[src/rtl/ov7670_pkg.sv]
// Shared definitions for the OV7670 camera path: capture FSM encoding,
// frame geometry and the SCCB device addresses used by the control block.
package ov7670_pkg;

    typedef enum logic [1:0] {
        ST_IDLE       = 2'd0,
        ST_WAIT_FRAME = 2'd1,
        ST_CAPTURE    = 2'd2
    } cap_state_t;

    localparam int QVGA_H = 320;
    localparam int QVGA_V = 240;
    localparam int VGA_H  = 640;
    localparam int VGA_V  = 480;

    localparam logic [7:0] SCCB_WR_ADDR = 8'h42;
    localparam logic [7:0] SCCB_RD_ADDR = 8'h43;

    function automatic int frame_pixels(input int h, input int v);
        return h * v;
    endfunction

endpackage

[src/rtl/sync_edge.sv]
// 1-bit two-flop synchroniser followed by a history flop for edge detection.
module sync_edge (
    input  logic i_clk,
    input  logic i_rst,
    input  logic i_d,
    output logic o_level,
    output logic o_rise,
    output logic o_fall
);
    logic r_s1, r_s2, r_s3;

    always_ff @(posedge i_clk) begin
        if (i_rst) begin
            r_s1 <= 1'b0;
            r_s2 <= 1'b0;
            r_s3 <= 1'b0;
        end else begin
            r_s1 <= i_d;
            r_s2 <= r_s1;
            r_s3 <= r_s2;
        end
    end

    assign o_level = r_s2;
    assign o_rise  = r_s2 & ~r_s3;
    assign o_fall  = ~r_s2 & r_s3;

endmodule

[src/rtl/ov7670_capture.sv]
// Oversampled OV7670 capture: pairs camera bytes into RGB565 pixels and
// writes them with linear addresses into the frame-buffer write port.
module ov7670_capture
    import ov7670_pkg::*;
#(
    parameter int H_PIXELS = QVGA_H,
    parameter int V_LINES  = QVGA_V,
    parameter int ADDR_W   = 17
) (
    input  logic              i_clk,
    input  logic              i_rst,
    input  logic              i_enable,
    input  logic              i_ov7670_pclk,
    input  logic              i_ov7670_vsync,
    input  logic              i_ov7670_href,
    input  logic [7:0]        i_ov7670_data,
    output logic              o_pix_wren,
    output logic [ADDR_W-1:0] o_pix_addr,
    output logic [15:0]       o_pix_data,
    output logic              o_frame_start,
    output logic              o_frame_done,
    output logic              o_frame_err,
    output logic [8:0]        o_line_cnt,
    output logic              o_busy
);
    localparam int                FRAME_PIX = frame_pixels(H_PIXELS, V_LINES);
    localparam logic [ADDR_W-1:0] ADDR_END  = ADDR_W'(FRAME_PIX);
    localparam logic [8:0]        LINE_END  = 9'(V_LINES);

    logic w_pclk_lvl, w_pclk_rise, w_pclk_fall;
    logic w_href_lvl, w_href_rise, w_href_fall;
    logic w_vs_lvl, w_vs_rise, w_vs_fall;

    sync_edge u_sync_pclk (.i_clk(i_clk), .i_rst(i_rst), .i_d(i_ov7670_pclk),
                           .o_level(w_pclk_lvl), .o_rise(w_pclk_rise), .o_fall(w_pclk_fall));
    sync_edge u_sync_href (.i_clk(i_clk), .i_rst(i_rst), .i_d(i_ov7670_href),
                           .o_level(w_href_lvl), .o_rise(w_href_rise), .o_fall(w_href_fall));
    sync_edge u_sync_vs   (.i_clk(i_clk), .i_rst(i_rst), .i_d(i_ov7670_vsync),
                           .o_level(w_vs_lvl), .o_rise(w_vs_rise), .o_fall(w_vs_fall));

    logic w_unused;
    assign w_unused = &{1'b0, w_pclk_lvl, w_pclk_fall, w_href_rise, w_vs_lvl};

    // Data bank is two flops deep so bytes line up with the synchronised PCLK level.
    logic [7:0] r_d_s1, r_d_s2;
    always_ff @(posedge i_clk) begin
        if (i_rst) begin
            r_d_s1 <= '0;
            r_d_s2 <= '0;
        end else begin
            r_d_s1 <= i_ov7670_data;
            r_d_s2 <= r_d_s1;
        end
    end

    cap_state_t        r_state;
    logic              r_phase;
    logic [7:0]        r_hi;
    logic [ADDR_W-1:0] r_addr;
    logic [8:0]        r_line_cnt;
    logic              r_err, r_start, r_done;
    logic              r_wr_req;
    logic [ADDR_W-1:0] r_wr_addr;
    logic [15:0]       r_wr_data;

    logic              w_byte_stb, w_pix_done, w_ovf, w_phase_pix, w_geom_bad;
    logic [ADDR_W-1:0] w_addr_nxt;
    logic [8:0]        w_line_nxt;

    // Pixel effects are resolved first; line-end and frame-end checks see the result.
    assign w_byte_stb  = w_pclk_rise & w_href_lvl;
    assign w_pix_done  = w_byte_stb & r_phase;
    assign w_ovf       = w_pix_done & (r_addr == ADDR_END);
    assign w_addr_nxt  = (w_pix_done & ~w_ovf) ? r_addr + ADDR_W'(1) : r_addr;
    assign w_phase_pix = w_byte_stb ? ~r_phase : r_phase;
    assign w_line_nxt  = w_href_fall ? r_line_cnt + 9'd1 : r_line_cnt;
    assign w_geom_bad  = (w_addr_nxt != ADDR_END) | (w_line_nxt != LINE_END);

    always_ff @(posedge i_clk) begin
        if (i_rst) begin
            r_state    <= ST_IDLE;
            r_phase    <= 1'b0;
            r_hi       <= '0;
            r_addr     <= '0;
            r_line_cnt <= '0;
            r_err      <= 1'b0;
            r_start    <= 1'b0;
            r_done     <= 1'b0;
            r_wr_req   <= 1'b0;
            r_wr_addr  <= '0;
            r_wr_data  <= '0;
        end else begin
            r_start  <= 1'b0;
            r_done   <= 1'b0;
            r_wr_req <= 1'b0;
            case (r_state)
                ST_IDLE: begin
                    if (i_enable) r_state <= ST_WAIT_FRAME;
                end
                ST_WAIT_FRAME: begin
                    if (!i_enable) begin
                        r_state <= ST_IDLE;
                    end else if (w_vs_fall) begin
                        r_addr     <= '0;
                        r_phase    <= 1'b0;
                        r_line_cnt <= '0;
                        r_err      <= 1'b0;
                        r_start    <= 1'b1;
                        r_state    <= ST_CAPTURE;
                    end
                end
                ST_CAPTURE: begin
                    if (w_byte_stb) begin
                        if (!r_phase) begin
                            r_hi <= r_d_s2;
                        end else if (!w_ovf) begin
                            r_wr_req  <= 1'b1;
                            r_wr_addr <= r_addr;
                            r_wr_data <= {r_hi, r_d_s2};
                        end
                    end
                    r_addr     <= w_addr_nxt;
                    r_phase    <= w_href_fall ? 1'b0 : w_phase_pix;
                    r_line_cnt <= w_line_nxt;
                    if (w_ovf || (w_href_fall && w_phase_pix) || (w_vs_rise && w_geom_bad))
                        r_err <= 1'b1;
                    if (w_vs_rise) begin
                        r_done  <= 1'b1;
                        r_state <= i_enable ? ST_WAIT_FRAME : ST_IDLE;
                    end
                end
                default: r_state <= ST_IDLE;
            endcase
        end
    end

    // Write port output stage.
    logic              r_pix_wren;
    logic [ADDR_W-1:0] r_pix_addr;
    logic [15:0]       r_pix_data;
    always_ff @(posedge i_clk) begin
        if (i_rst) begin
            r_pix_wren <= 1'b0;
            r_pix_addr <= '0;
            r_pix_data <= '0;
        end else begin
            r_pix_wren <= r_wr_req;
            r_pix_addr <= r_wr_addr;
            r_pix_data <= r_wr_data;
        end
    end

    assign o_pix_wren    = r_pix_wren;
    assign o_pix_addr    = r_pix_addr;
    assign o_pix_data    = r_pix_data;
    assign o_frame_start = r_start;
    assign o_frame_done  = r_done;
    assign o_frame_err   = r_err;
    assign o_line_cnt    = r_line_cnt;
    assign o_busy        = (r_state == ST_CAPTURE);

endmodule

[config.mk]
export PLATFORM = sky130hd
export DESIGN_NAME = ov7670_capture
export DESIGN_NICKNAME = d
export VERILOG_FILES = /design/src/rtl/ov7670_pkg.sv /design/src/rtl/sync_edge.sv /design/src/rtl/ov7670_capture.sv
export SDC_FILE = /design/constraint.sdc
export NUM_CORES = 1
export LEC_CHECK = 0
export ABC_CLOCK_PERIOD_IN_PS = 3400
export CAP_MARGIN = 20
export CORE_MARGIN = 1
export CORE_UTILIZATION = 55
export CTS_CLUSTER_DIAMETER = 30
export DETAILED_ROUTE_END_ITERATION = 8
export PLACE_DENSITY = 0.75
export SLEW_MARGIN = 20
export SYNTH_ARGS = -nofsm -noshare
export SYNTH_HDL_FRONTEND = slang
export SYNTH_HIERARCHICAL = 1
export SYNTH_SLANG_ARGS = --single-unit
[constraint.sdc]
create_clock -name i_clk -period 3.4 [get_ports i_clk]
set_clock_uncertainty 0.15 [all_clocks]
set_input_delay 0.34 -clock i_clk [delete_from_list [all_inputs] [get_ports i_clk]]
set_output_delay 0.34 -clock i_clk [all_outputs]
set_load 0.05 [all_outputs]
==> out/qor.csv, run 1 <==
stage,metric,value,unit
critical_path,RR Startpoint,u_sync_pclk/o_level$_SDFF_PP0_,
worst_hold_path,Hold Crit Depth,2,
routing,routed wl met3,570,µm
routing,initial drt markers,336,
grt,initial antenna violation count,0,
clocking,Clock Path Buffers,2,
run_status,status,"complete, no violations",
sta,Period minus WS final,2959,ps
placed_design,I/O Buffers,60,
synth,synth warn,6,
critical_path,"Cell Chain, Critical Path","nor2b_1, and2_1, ha_1, nand3_2, nor3_4, o2111ai_1, a22o_1, or4_1, o2bb2ai_1",
sta,Sum Neg Setup Slack,0,ps
sta,Slew HR,37.99,%
critical_path,critical path required time,3620,ps
critical_path,Worst R2R End,o_frame_err$_SDFFE_PP0P_,
routing,Antenna Nets Post-Route,0,
worst_hold_path,HP Start,i_ov7670_href,
worst_hold_path,min-delay worst type,in2reg,
clocking,H-tree depth,4,
clocking,clock latency on the worst-skew pair,520,ps
routing,highest routed layer,met4,
clocking,CTS resizes,0,
routing,DRC,0,
grt,total track usage,23.24,%
finish,Layout fillers,716,
routing,via total after detailed routing,4075,
critical_path,Top Family by Delay on Critical Path,simple AND/OR/NAND/NOR gates,
grt,largest net degree at the start of global routing,90,
routing,metal1 wirelength,4868,µm
synth,Synth Instances,554,
clocking,CTS Root Cell,clkbuf_8,
critical_path,Crit path depth,9,
finish,post-layout util,68.80,%
sta,RSZ-0062 raised after global routing,false,
critical_path,CP Launch Type,flip-flop,
clocking,total CTS buffers,17,
job,max-cap viol count,0,
power,pwr dens,547.8,nW/µm²
power,Leak,2.249,nW
critical_path,largest incremental delay on the critical path,470,ps
routing,WL met2,5296,µm
die,Die ar.,9820,µm²
clocking,Post-CTS Setup Inserts,0,
finish,share of layout cells above drive strength 1,8.264,%
die,die height,99.10,µm
sta,max-slew violation count,0,
die,Ports,61,
sta,Final setup viols,0,
finish,diode count,0,
synth,syn_area_per_cell,9.359,µm²
routing,vias per cell,5.691,
finish,Synth-to-Final Area Change,22.03,%
clocking,CTS tree,yes,
finish,final net count,610,
die,core area,9196,µm²
placed_design,gpl congestion,0.8990,
grt,first-pass GRT wire length,18050,µm
placed_design,Placed Cells incl. Taps,684,
critical_path,Crit-path slowest cell,ha_1,
critical_path,worst reg-to-reg path cell count,9,
clocking,clock slew at reported path FFs,60,ps
routing,routed wire length,10900,µm
finish,final instance area,6327,µm²
critical_path,CP bufs+invs,0,
die,die width,99.10,µm
critical_path,crit path kind,reg2reg,
placed_design,Post-DP Area,5725,µm²
worst_hold_path,Worst Hold End,u_sync_href/r_s1$_SDFF_PP0_,
critical_path,Worst Path Max Fanout,13,
sta,hold slack,219.0,ps
critical_path,Crit. Startpoint,u_sync_pclk/o_level$_SDFF_PP0_,
finish,Final Instance Count excl. Fillers,716,
power,VDD IR max,0.4323,mV
sta,final hold vios,0,
critical_path,critical path arrival,3180,ps
critical_path,reg2reg setup slack,440,ps
grt,remaining global-route overflow,0,
sta,Worst-Margin Slew,926.1,ps
critical_path,CP Capture Type,flip-flop,
sta,Final Cycle Share,87.04,%
routing,DR WL/cell,15.23,µm
grt,vias in the first global route,3738,
die,row count,35,
clocking,post-cts hold buffer count,0,
placed_design,Final HPWL DP,6611,µm
routing,first drt pass iteration count,5,
die,Starting Density,56.38,%
synth,Post-Syn Nets,572,
synth,post-synthesis cell area,5185,µm²
sta,Highest Clock Rate,337.9,MHz
clocking,clock sink count,133,
-- flip-flops by register name (all words and copies together), names as in the netlist, 2 cells and up --
name / cells
o_pix_addr: 17
r_addr: 17
r_wr_addr: 17
o_pix_data: 16
r_wr_data: 16
o_line_cnt: 9
r_d_s1: 8
r_d_s2: 8
r_hi: 8
r_state: 2
-- power by group --
group | internal [mW] | switching [mW] | total [mW]
clock | 1.08 | 0.755 | 1.83
sequential | 1.57 | 0.00521 | 1.58
combinational | 0.0233 | 0.0310 | 0.0543
-- stage by stage --
stage	power (mW)	setup WS, ps
after floorplan	1.642	747.4
after global placement	1.664	548.0
after detailed placement	1.665	467.3
after CTS	3.487	445.9
after global routing	3.578	243.1
final	3.466	440.8
-- layout by cell type, fill, tap and decap left out, types with 3 or more instances in the layout --
master,n
a31oi_1,9
o22a_1,16
nand2_1,53
o21ai_0,18
inv_1,10
inv_8,4
a21oi_1,35
nand4_1,11
nor2b_1,65
ha_1,4
a22oi_1,4
a311oi_1,5
nand3_1,10
xor2_1,3
dfxtp_1,133
nor3_1,12
and4_1,4
xnor2_1,4
buf_4,4
nor2_1,43
mux2i_1,9
clkinvlp_4,3
and3_1,5
or3_1,7
clkdlybuf4s50_1,59
inv_6,5
clkbuf_16,16
nor4_1,3
-- per-layer routing --
layer | vias up | track usage, %
li1 | 2012 | -
met4 | 0 | 8.937
met1 | 1910 | 30.05
met5 | - | 0
met2 | 137 | 38.25
met3 | 16 | 5.130
-- worst reg2reg max path: cells and delay by family, from the launching register on --
| family | cells | cell delay [ps] |
|---|---|---|
| compound gates | 3 | 530 |
| fa+ha+maj | 1 | 470 |
| simple gates | 5 | 1340 |
| flops | 1 | 320 |
-- layout make-up --
type,count,area [µm²],share of cell area [%]
inverter,10,37.54,0.5932
sequential,133,2663,42.08
clock inverter,15,187.7,2.966
clock buffer,17,414.1,6.545
timing repair buffer,63,620.6,9.808
multi-input combinational,367,2266,35.81
tap,111,138.9,2.195
-- how the worst max path moves through the flow --
stage | slack, ps | to
final | 440 | o_frame_err$_SDFFE_PP0P_
after global routing | 240 | o_frame_err$_SDFFE_PP0P_
after global placement | 550 | o_frame_err$_SDFFE_PP0P_
after detailed placement | 470 | o_frame_err$_SDFFE_PP0P_
after floorplan | 750 | o_frame_err$_SDFFE_PP0P_
after CTS | 450 | o_frame_err$_SDFFE_PP0P_
No activity file was read; power rests on OpenSTA's default activity.
==> run 2: changes to the inputs <==
CTS_CLUSTER_DIAMETER = unset   (was 30)
SLEW_MARGIN = 25   (was 20)
==> results of run 2 <==
No change in the layout: final DEF, timing and power equal those of run 1.
